**src/rtl/sump_cmd_decoder_pkg.sv**
```systemverilog
// Opcode map, FSM state type and output flag bundle for the SUMP command decoder.
package logIP_pkg;

    localparam logic [7:0] OP_RESET     = 8'h00;
    localparam logic [7:0] OP_ARM       = 8'h01;
    localparam logic [7:0] OP_ID        = 8'h02;
    localparam logic [7:0] OP_META      = 8'h04;
    localparam logic [7:0] OP_XON       = 8'h11;
    localparam logic [7:0] OP_XOFF      = 8'h13;
    localparam logic [7:0] OP_DIV       = 8'h80;
    localparam logic [7:0] OP_CNT       = 8'h81;
    localparam logic [7:0] OP_FLGS      = 8'h82;
    localparam logic [7:0] OP_TRIG_BASE = 8'hC0;

    localparam logic [1:0] TRIG_MASK = 2'b00;
    localparam logic [1:0] TRIG_VAL  = 2'b01;
    localparam logic [1:0] TRIG_CFG  = 2'b10;
    localparam logic [1:0] TRIG_RSVD = 2'b11;

    typedef enum logic [0:0] {IDLE, PARAM} cmd_state_t;

    typedef struct packed {
        logic sreset;
        logic arm;
        logic id;
        logic meta;
        logic set_mask;
        logic set_val;
        logic set_cfg;
        logic set_div;
        logic set_cnt;
        logic set_flgs;
        logic exec;
    } flags_t;

    function automatic logic is_trig(input logic [7:0] op);
        return op[7:4] == OP_TRIG_BASE[7:4];
    endfunction

endpackage

```
**src/rtl/sump_cmd_decoder.sv**
```systemverilog
// Assembles 1-byte and 5-byte SUMP commands; all strobes are registered one cycle
// after the deciding byte. Partial long commands are dropped after TIMEOUT_CYCLES idle cycles.
module sump_cmd_decoder
    import logIP_pkg::*;
#(
    parameter int TIMEOUT_CYCLES = 1_000_000
) (
    input  logic        clk_i,
    input  logic        rst_i,
    input  logic        stb_i,
    input  logic [7:0]  data_i,
    output logic [31:0] cmd_o,
    output logic [1:0]  stg_o,
    output logic        set_mask_o,
    output logic        set_val_o,
    output logic        set_cfg_o,
    output logic        set_div_o,
    output logic        set_cnt_o,
    output logic        set_flgs_o,
    output logic        exec_o,
    output logic        arm_o,
    output logic        id_o,
    output logic        meta_o,
    output logic        sreset_o,
    output logic        busy_o
);

    localparam int TW = (TIMEOUT_CYCLES > 2) ? $clog2(TIMEOUT_CYCLES) : 1;
    localparam logic [TW-1:0] TMO_LAST = TW'(TIMEOUT_CYCLES - 1);

    cmd_state_t     state_q, state_d;
    logic [1:0]     cnt_q, cnt_d;
    logic [TW-1:0]  tmo_q, tmo_d;
    logic [7:0]     op_q, op_d;
    logic [23:0]    sh_q, sh_d;
    logic [31:0]    cmd_q, cmd_d;
    logic [1:0]     stg_q, stg_d;
    flags_t         flg_q, flg_d;

    always_ff @(posedge clk_i) begin
        if (rst_i) begin
            state_q <= IDLE;
            cnt_q   <= '0;
            tmo_q   <= '0;
            op_q    <= '0;
            sh_q    <= '0;
            cmd_q   <= '0;
            stg_q   <= '0;
            flg_q   <= '0;
        end else begin
            state_q <= state_d;
            cnt_q   <= cnt_d;
            tmo_q   <= tmo_d;
            op_q    <= op_d;
            sh_q    <= sh_d;
            cmd_q   <= cmd_d;
            stg_q   <= stg_d;
            flg_q   <= flg_d;
        end
    end

    always_comb begin
        state_d = state_q;
        cnt_d   = cnt_q;
        tmo_d   = tmo_q;
        op_d    = op_q;
        sh_d    = sh_q;
        cmd_d   = cmd_q;
        stg_d   = stg_q;
        flg_d   = '0;

        case (state_q)
            IDLE: begin
                if (stb_i) begin
                    if (data_i[7]) begin
                        op_d    = data_i;
                        cnt_d   = '0;
                        tmo_d   = '0;
                        state_d = PARAM;
                    end else begin
                        case (data_i)
                            OP_RESET:         flg_d.sreset = 1'b1;
                            OP_ARM:           flg_d.arm    = 1'b1;
                            OP_ID:            flg_d.id     = 1'b1;
                            OP_META:          flg_d.meta   = 1'b1;
                            OP_XON, OP_XOFF:  ;
                            default:          ;
                        endcase
                    end
                end
            end
            PARAM: begin
                if (stb_i) begin
                    tmo_d = '0;
                    sh_d  = {data_i, sh_q[23:8]};
                    cnt_d = cnt_q + 2'd1;
                    if (cnt_q == 2'd3) begin
                        state_d = IDLE;
                        if (is_trig(op_q)) begin
                            case (op_q[1:0])
                                TRIG_MASK: flg_d.set_mask = 1'b1;
                                TRIG_VAL:  flg_d.set_val  = 1'b1;
                                TRIG_CFG:  flg_d.set_cfg  = 1'b1;
                                TRIG_RSVD: ;
                                default:   ;
                            endcase
                        end else begin
                            case (op_q)
                                OP_DIV:  flg_d.set_div  = 1'b1;
                                OP_CNT:  flg_d.set_cnt  = 1'b1;
                                OP_FLGS: flg_d.set_flgs = 1'b1;
                                default: ;
                            endcase
                        end
                        // Unknown and reserved opcodes are swallowed without touching cmd/stg.
                        if (flg_d.set_mask || flg_d.set_val || flg_d.set_cfg ||
                            flg_d.set_div || flg_d.set_cnt || flg_d.set_flgs) begin
                            flg_d.exec = 1'b1;
                            cmd_d      = {data_i, sh_q};
                            if (is_trig(op_q)) begin
                                stg_d = op_q[3:2];
                            end
                        end
                    end
                end else if (tmo_q == TMO_LAST) begin
                    state_d = IDLE;
                end else begin
                    tmo_d = tmo_q + TW'(1);
                end
            end
            default: state_d = IDLE;
        endcase
    end

    assign cmd_o      = cmd_q;
    assign stg_o      = stg_q;
    assign set_mask_o = flg_q.set_mask;
    assign set_val_o  = flg_q.set_val;
    assign set_cfg_o  = flg_q.set_cfg;
    assign set_div_o  = flg_q.set_div;
    assign set_cnt_o  = flg_q.set_cnt;
    assign set_flgs_o = flg_q.set_flgs;
    assign exec_o     = flg_q.exec;
    assign arm_o      = flg_q.arm;
    assign id_o       = flg_q.id;
    assign meta_o     = flg_q.meta;
    assign sreset_o   = flg_q.sreset;
    assign busy_o     = (state_q == PARAM);

endmodule

```
**config.mk**
```make
export PLATFORM = sky130hd
export DESIGN_NAME = sump_cmd_decoder
export DESIGN_NICKNAME = d
export VERILOG_FILES = /design/src/rtl/sump_cmd_decoder_pkg.sv /design/src/rtl/sump_cmd_decoder.sv
export SDC_FILE = /design/constraint.sdc
export NUM_CORES = 1
export LEC_CHECK = 0
export CAP_MARGIN = 20
export CORE_MARGIN = 2
export CORE_UTILIZATION = 54
export CTS_CLUSTER_DIAMETER = 80
export DETAILED_ROUTE_END_ITERATION = 10
export GPL_TIMING_DRIVEN = 0
export PLACE_DENSITY = 0.78
export SYNTH_ARGS = -nofsm -noshare
export SYNTH_HDL_FRONTEND = slang
export SYNTH_SLANG_ARGS = --single-unit
```
**constraint.sdc**
```tcl
create_clock -name clk_i -period 2.4 [get_ports clk_i]
set_input_delay 0.48 -clock clk_i [delete_from_list [all_inputs] [get_ports clk_i]]
set_output_delay 0.48 -clock clk_i [all_outputs]
set_load 0.01 [all_outputs]
```
Word-level counts from Yosys, hierarchy flattened
Index checks and enable logic that the tools add are counted.
{"block": "totals", "input_bits": 11, "wordCells": 87, "regBits": 100}
{"block": "classes", "eq_ne": 15, "n_reduce_logical": 15, "n_bitwise": 3, "mux": 34, "add_sub_neg": 2}
{"op": "two-way mux 20 bit", "n": 4}
{"op": "one-hot mux 20 bit (2 select lines)", "n": 1}
{"op": "equality test 8 bit (second input constant)", "n": 3}
{"op": "two-way mux 3 bit", "n": 8}
{"op": "adder 20 x 1 -> 20 bit (second input constant)", "n": 1}
{"op": "equality test 20 bit (second input constant)", "n": 1}
{"op": "two-way mux 1 bit", "n": 16}
{"op": "AND reduction 3 bit", "n": 3}
{"op": "equality test 8 x 1 -> 1 bit (second input constant)", "n": 1}
{"op": "equality test 8 x 2 -> 1 bit (second input constant)", "n": 1}
{"op": "equality test 8 x 3 -> 1 bit (second input constant)", "n": 1}
{"op": "logical NOT 8 bit", "n": 1}
{"op": "OR reduction 4 bit", "n": 2}
{"op": "two-way mux 2 bit", "n": 3}
{"op": "inequality test 2 bit (second input constant)", "n": 3}
{"op": "logical OR 1 bit", "n": 5}
{"op": "AND reduction 5 bit", "n": 1}
{"op": "equality test 2 bit (second input constant)", "n": 2}
{"op": "equality test 4 bit (second input constant)", "n": 1}
{"op": "one-hot mux 2 bit (2 select lines)", "n": 1}
{"op": "AND reduction 4 bit", "n": 1}
{"op": "inequality test 3 bit (second input constant)", "n": 1}
{"op": "NOT 1 bit", "n": 3}
{"op": "adder 2 x 1 -> 2 bit (second input constant)", "n": 1}
{"op": "other kinds (4)", "n": 4}

Logic depth before layout (Yosys ltp)
Gate-level depths: netlist of the first run.
{"block": "depth", "word_depth": 12, "depth_mapped": 7}

Worst setup path before layout of the first run
Ideal clock, no wire load.
{"block": "synth_timing", "kind": "register -> register", "from": "register tmo_q[0]", "to": "register tmo_q[18]", "path_buffers": 0, "setup_time_ns": 0.071, "arrival_time_ns": 1.715, "path_slack_ns": 0.614, "path_stages_with_launch": 6, "t_required_ns": 2.329, "cell_sequence": "dfxtp_1 > ha_1 > nand4_4 > or3_4 > or4_1 > a21oi_1"}
{"block": "synth_between", "elab_chain_len": 4, "word_cells_on_any_way": 7}
{"item": "start, declared", "line_no": "sump_cmd_decoder.sv:33", "rtl": "logic [TW-1:0] tmo_q, tmo_d;"}
{"item": "start signal, assigned", "line_no": "sump_cmd_decoder.sv:53", "rtl": "tmo_q <= tmo_d;"}
{"item": "adder 20 x 1 -> 20 bit", "line_no": "sump_cmd_decoder.sv:128", "rtl": "tmo_d = tmo_q + TW'(1);"}
{"item": "two-way mux 20 bit", "line_no": "sump_cmd_decoder.sv:125", "rtl": "end else if (tmo_q == TMO_LAST) begin"}
{"item": "two-way mux 20 bit", "line_no": "sump_cmd_decoder.sv:93", "rtl": "if (stb_i) begin"}
{"item": "one-hot mux 20 bit (2 select lines)", "line_no": "sump_cmd_decoder.sv:72", "rtl": "case (state_q)"}
Parallel ways exist; a longest one is shown, timed or not. The select of a mux whose other input is x is not followed.
A chain may end at the register's enable or synchronous reset.

Final worst setup path of the first run
{"block": "layout_timing", "from": "register tmo_q[6]", "to": "register tmo_q[2]"}
{"block": "layout_between", "elab_chain_len": 3}
{"item": "equality test 20 bit", "line_no": "sump_cmd_decoder.sv:125"}
{"item": "inequality test 3 bit (no source line)"}
{"item": "AND reduction 3 bit (no source line)"}
No other way between the ends.

==> flow_summary_export.csv, run 1 <==
group,metric,value,unit
sta,finalSetupViolations,0,
clocking,cts_resized,0,
global_routing,grt-ovfl-total,0,
worst_setup_path,reg2reg_slack,0.37,ns
worst_hold_path,worstHoldPathCells,2,
layout,fillers,621,
clocking,cts_inserted_buffers,9,
die,core.rowCount,31,
worst_hold_path,hold_class,"register to register",
synthesis,synth-seq-cells,100,
worst_setup_path,critPathKind,"register to register",
synthesis,synth_ff_type,"dfxtp_1",
sta,hold_ws,0.467,ns
synthesis,synth.area.top_cells,"dfxtp_1, a21oi_1, nand2_1",
clocking,clock_path_buffers,2,
synthesis,syn_inst,466,
sta,rsz0062_at_grt,"no",
global_routing,antenna_found_initial,0,
die,start_util,54.8,%
synthesis,syn_area,3910,sq um
pwr,ir_drop,0.000390,V
drt,wl,9370,um
die,core_area,7140,sq um
drt,vias_per_cell,5.64,
sta,post-route-min-period,2.03,ns
pwr,p_leak,1.57,nW
sta,fin_skew,0.00996,ns
sta,fmax,494,MHz
drt,drc_errors,0,
outcome,status,"complete, no violations",
drt,postRouteAntennaNets,0,
worst_hold_path,hold_end,"sh_q[2]",
synthesis,async_reset_ff_share,0,%
sta,drv_slew,0,
global_routing,grt_usage,24.6,%
global_routing,grt_max_degree,18,
worst_setup_path,r2r_start,"tmo_q[6]",
job,cap_violations,0,
global_routing,grt_pass1_wl,15200,um
placed_design,place.gp.congestion,0.847,
clocking,post-cts-setup-buffer-count,0,
clocking,tritoncts,"yes",
worst_setup_path,critical_path.cell_chain,"or4b_1 > nor4_1 > buf_2 > nand2_1 > a211oi_1",
worst_setup_path,cp.required,2.68,ns
clocking,htree_levels,3,
worst_setup_path,max_stage_delay,0.55,ns
clocking,clk_pin_slew_worst_paths,0.10,ns
die,fp.dieH,89.1,um
drt,avgRoutedWirePerCell,14.7,um
synthesis,ys_seq_area_share,51.2,%
synthesis,yosysWarningCount,0,
worst_setup_path,cp.arrival,2.31,ns
worst_setup_path,worst_path_max_delay_cell,"or4b_1",
die,die_area,7930,sq um
worst_setup_path,r2r_cells,5,
pwr,power,0.00292,W
die,die_width,89.1,um
die,io_pins,57,
synthesis,syn_avg_cell_area,8.39,sq um
worst_setup_path,startpoint_type,"register",
sta,finalHoldViolations,0,
pwr,power.density,611,nW/um^2
layout,diodes,0,
synthesis,synth_top_cell_area_share,51.2,%
synthesis,synth_top_area_cell,"dfxtp_1",
synthesis,synth.most_common_cell,"dfxtp_1",
layout,layout.nets,545,
drt,drt-pass1-iter-count,4,
layout,multi_input_area,1760,sq um
worst_setup_path,endpoint_kind,"register",
synthesis,synth_edf_count,0,
placed_design,port_buffers,55,
synthesis,ys_types,42,
layout,drive_gt1_share,3.91,%
layout,area_delta_synth_final,22.4,%
placed_design,dpl.hpwl,6680,um
layout,fin_util,67.0,%
synthesis,syn_nets,479,
placed_design,post-place-ws,0.232,ns
sta,worst_slew_pin_slew,0.800,ns
sta,max_slew_margin,46.1,%
drt,first_iter_violations,186,
sta,finalCritPeriodShare,84.4,%
clocking,cts_root_buffer,"clkbuf_8",
sta,setup_ws,0.374,ns
clocking,clk_latency,0.36,ns
synthesis,synth_common_cells,"dfxtp_1, a21oi_1, nand2_1, nand3_1, o21ai_0",
drt,num_vias,3587,
clocking,cts_num_sinks,100,
worst_setup_path,rr_endpoint,"tmo_q[2]",
layout,regArea,2000,sq um
global_routing,grt_pass1_vias,3147,
sta,fin_tns_setup,0,ns
worst_hold_path,worstHoldStart,"sh_q[2]",
clocking,hold_buffers,0,
worst_setup_path,path_max_fanout,10,
state kept, by name, summed over array words and instances (netlist names):
register	cells
cmd_o	32
sh_q	24
set_flgs_o	1
stg_o	2
set_val_o	1
meta_o	1
op_q	8
sreset_o	1
tmo_q	20
exec_o	1
arm_o	1
id_o	1
set_mask_o	1
set_cfg_o	1
set_cnt_o	1
cnt_q	2
busy_o	1
set_div_o	1
final cells by class:
| cell class | count | share of cell area, % |
|---|---|---|
| buffer | 33 | 2.64 |
| sequential | 100 | 41.9 |
| clock inverter | 7 | 1.60 |
| clock buffer | 9 | 2.59 |
| multi-input combinational | 327 | 36.7 |
| tap | 99 | 2.59 |
| inverter | 6 | 0.471 |
| timing repair buffer | 55 | 11.5 |
worst max path at each step:
| stage | from | end | slack, ns |
|---|---|---|---|
| 2_1_floorplan | tmo_q[0] | tmo_q[18] | 0.61 |
| 3_3_place_gp | data_i[4] | id_o | 0.24 |
| 3_5_place_dp | data_i[7] | tmo_q[11] | 0.23 |
| 4_1_cts | tmo_q[6] | tmo_q[2] | 0.42 |
| 5_1_grt | tmo_q[6] | tmo_q[2] | 0.23 |
| 6_report | tmo_q[6] | tmo_q[2] | 0.37 |
cell usage in the layout (no fill, tap or decap), types with 2 or more instances in the layout:
| master | n |
|---|---|
| o31ai_1 | 5 |
| a21oi_1 | 73 |
| nand2b_1 | 2 |
| nor4_1 | 3 |
| clkdlybuf4s50_1 | 55 |
| inv_1 | 6 |
| nand4_1 | 6 |
| ha_1 | 2 |
| clkinvlp_4 | 2 |
| o21ai_0 | 41 |
| nand2_1 | 65 |
| a211o_1 | 2 |
| or4_1 | 6 |
| mux2i_1 | 8 |
| a31oi_1 | 2 |
| clkbuf_1 | 29 |
| buf_2 | 2 |
| a211oi_1 | 2 |
| buf_1 | 2 |
| o21a_1 | 2 |
| clkinv_4 | 2 |
| or3_1 | 7 |
| nor3_1 | 3 |
| xor2_1 | 2 |
| xnor2_1 | 2 |
| and3_1 | 8 |
| dfxtp_1 | 100 |
| nor3b_1 | 3 |
| nor2_1 | 21 |
| and4_1 | 2 |
| nor4b_1 | 2 |
| nand3_1 | 45 |
| clkbuf_8 | 9 |
worst max-delay path, delay by kind of cell (launching register included):
kind / cells / cell delay, ns
flops: 1 / 0.36
buf+inv: 1 / 0.30
compound gates: 1 / 0.21
simple gates: 3 / 1.07
report_power, final:
part | switching (W) | total (W) | leakage (nW) | internal (W)
logic | 0.000112 | 0.000161 | 0.666 | 0.0000488
clock network | 0.000585 | 0.00107 | 0.0958 | 0.000487
registers | 0.0000156 | 0.00169 | 0.807 | 0.00167
total | 0.000713 | 0.00292 | 1.57 | 0.00221
stage by stage:
| step | area, sq um | cells |
|---|---|---|
| floorplan | 3910 | 466 |
| global placement | 4580 | 620 |
| detailed placement | 4580 | 620 |
| CTS | 4780 | 636 |
| global route | 4780 | 636 |
| finish | 4780 | 636 |
logic make-up after synthesis:
kind of cell	count (synthesis)	synth area share [%]
AOI/OAI and AO/OA	131	17.9
xor gates and xnor gates	4	0.897
adders and majority gates	2	0.640
buffers and inverters	39	3.81
DFF	100	51.2
muxes	8	2.05
and+or+nand+nor	182	23.5
routing by layer:
layer / track usage [%] / up-vias / wire (um)
met2: 38.0 / 98 / 4310
met4: 8.14 / 0 / 173
met3: 3.51 / 15 / 528
li1: - / 1783 / -
met1: 35.7 / 1691 / 4360
met5: 0 / - / 0
(Power assumes the default switching activity.)
==> run 2, diff against run 1 <==
--- a/config.mk
+++ b/config.mk
@@ -7,11 +7,11 @@
 export LEC_CHECK = 0
 export CAP_MARGIN = 20
 export CORE_MARGIN = 2
-export CORE_UTILIZATION = 54
+export CORE_UTILIZATION = 48
 export CTS_CLUSTER_DIAMETER = 80
 export DETAILED_ROUTE_END_ITERATION = 10
 export GPL_TIMING_DRIVEN = 0
-export PLACE_DENSITY = 0.78
+export PLACE_DENSITY = 0.74
 export SYNTH_ARGS = -nofsm -noshare
 export SYNTH_HDL_FRONTEND = slang
 export SYNTH_SLANG_ARGS = --single-unit
==> constraint.sdc (replaced) <==
create_clock -name clk_i -period 1.8 [get_ports clk_i]
set_input_delay 0.36 -clock clk_i [delete_from_list [all_inputs] [get_ports clk_i]]
set_output_delay 0.36 -clock clk_i [all_outputs]
set_load 0.01 [all_outputs]
==> flow_summary_export.csv, run 2 (same netlist as run 1, synthesis figures left out) <==
group,metric,value,unit
outcome,status,"complete, no violations",
global_routing,grtUsageMet1,33.2,%
layout,drive_gt1_share,9.72,%
sta,finalHoldViolations,0,
die,die_width,94.2,um
drt,drc_errors,0,
drt,avgRoutedWirePerCell,15.3,um
clocking,clk_pin_slew_worst_paths,0.11,ns
sta,fmax,573,MHz
global_routing,grt-ovfl-total,0,
global_routing,grtUsageMet2,36.0,%
pwr,net-switching-power,0.000998,W
worst_setup_path,path_max_fanout,5,
sta,drv_slew,0,
die,core.rowCount,32,
layout,layout.nets,553,
clocking,tritoncts,"yes",
die,io_pins,57,
placed_design,dpl.hpwl,6840,um
pwr,power,0.00382,W
drt,wl,9930,um
layout,area_delta_synth_final,25.7,%
drt,vias_per_cell,5.67,
worst_hold_path,hold_class,"register to register",
layout,layout_commonest_cell,"dfxtp_1",
pwr,p_leak,1.65,nW
clocking,htree_levels,3,
pwr,combPwrFrac,5.8,%
die,start_util,50.0,%
drt,num_vias,3671,
job,cap_violations,0,
global_routing,grt_usage,23.4,%
placed_design,place.gp.congestion,0.804,
sta,post-route-min-period,1.75,ns
clocking,hold_buffers,0,
clocking,cts_inserted_buffers,9,
sta,worst_slew_pin_slew,0.589,ns
die,core_area,7810,sq um
pwr,internal-power,0.00282,W
die,fp.dieH,94.2,um
sta,finalSetupViolations,0,
global_routing,grt_busiest_layer,"met2",
worst_setup_path,cp.arrival,2.01,ns
sta,fin_skew,0.0143,ns
layout,largest_reg_flops,32,
sta,finalCritPeriodShare,97.0,%
clocking,clk_latency,0.37,ns
drt,drt-pass1-iter-count,5,
sta,max_slew_margin,60.8,%
worst_setup_path,startpoint_type,"register",
clocking,cts_num_sinks,100,
pwr,p_sw_share,26.1,%
placed_design,port_buffers,55,
pwr,ir_drop,0.000389,V
worst_setup_path,endpoint_kind,"register",
layout,mostFrequentLayoutCells,"dfxtp_1, a21oi_1, nand2_1",
sta,fin_tns_setup,0,ns
pwr,clkPwrFrac,35.3,%
layout,diodes,0,
pwr,power_frac_seq,58.9,%
die,die_area,8880,sq um
pwr,power.density,778,nW/um^2
worst_setup_path,cp.required,2.07,ns
sta,rsz0062_at_grt,"yes",
global_routing,antenna_found_initial,0,
clocking,cts_root_buffer,"clkbuf_8",
global_routing,grt_max_degree,19,
global_routing,grt_pass1_vias,3341,
global_routing,grt_pass1_wl,16300,um
drt,first_iter_violations,250,
drt,postRouteAntennaNets,0,
clocking,clock_path_buffers,2,
worst_setup_path,critPathKind,"register to register",
global_routing,groute.layer.met3.usage,4.17,%
==> run 2: cell types whose count changed in the layout (fill, tap and decap cells not counted), moves of 6 or more <==
| cell | change |
|---|---|
| dfxtp_1 | -9 |
| clkbuf_2 | +8 |
| buf_4 | +7 |
| dfxtp_2 | +7 |
| clkbuf_1 | -6 |
==> run 2: final timing paths <==
path / from / to / slack, ns / cells after the start
min: sh_q[6] / sh_q[6] / 0.46 / 2
min reg2reg: sh_q[6] / sh_q[6] / 0.46 / 2
max: tmo_q[6] / busy_o / 0.05 / 5
max reg2reg: tmo_q[6] / busy_o / 0.05 / 5
==> run 2: critical path, stage by stage, from the launching register on <==
cell      delay, ns
dfxtp_4        0.37
or4b_4         0.54
nor4_4         0.32
buf_6          0.18
a21boi_2       0.06
a21o_1         0.16
==> run 2: repair_timing <==
action,CTS,global route
pin swaps,4,4
buffers inserted,3,4
endpoints found under the setup margin,37,72
resized for setup,10,27
gates cloned,1,0
==> run 2: power by group through the flow <==
stage / Sequential, W / Combinational, W / Clock, W
6_report: 0.00225 / 0.000221 / 0.00135
3_3_place_gp: 0.00230 / 0.000208 / 0
4_1_cts: 0.00225 / 0.000214 / 0.00136
5_1_grt: 0.00225 / 0.000240 / 0.00147
2_1_floorplan: 0.00230 / 0.000129 / 0
3_5_place_dp: 0.00230 / 0.000212 / 0
==> run 2: cell type report <==
type / count / area, sq um
sequential: 100 / 2020
inverter: 6 / 22.5
timing repair buffer: 63 / 608
tap: 102 / 128
multi-input combinational: 327 / 1810
fill: 723 / 2900
clock inverter: 7 / 60.1
clock buffer: 9 / 124
buffer: 33 / 143
==> run 2: metal layers <==
| layer | up-vias | routed length (um) |
|---|---|---|
| li1 | 1798 | - |
| met1 | 1745 | 4710 |
| met2 | 114 | 4550 |
| met3 | 14 | 529 |
| met4 | 0 | 132 |
| met5 | - | 0 |
==> run 2: metrics by stage <==
| step | hold WS (ns) | util [%] | cells | worst slack [ns] | area [sq um] |
|---|---|---|---|---|---|
| finish | 0.465 | 62.9 | 647 | 0.0543 | 4910 |
| global route | 0.480 | 62.9 | 647 | -0.0642 | 4910 |
| CTS | 0.463 | 62.0 | 643 | -0.0197 | 4840 |
| detailed placement | 0.447 | 58.7 | 623 | -0.270 | 4590 |
| global placement | 0.447 | 58.7 | 623 | -0.240 | 4590 |
| floorplan | 0.429 | - | 466 | 0.0143 | 3910 |
==> run 3, diff against run 2 <==
--- a/config.mk
+++ b/config.mk
@@ -5,6 +5,7 @@
 export SDC_FILE = /design/constraint.sdc
 export NUM_CORES = 1
 export LEC_CHECK = 0
+export ABC_AREA = 0
 export CAP_MARGIN = 20
 export CORE_MARGIN = 2
 export CORE_UTILIZATION = 48
==> results of run 3 <==
The final DEF is identical to that of run 2; final timing and power are the same.
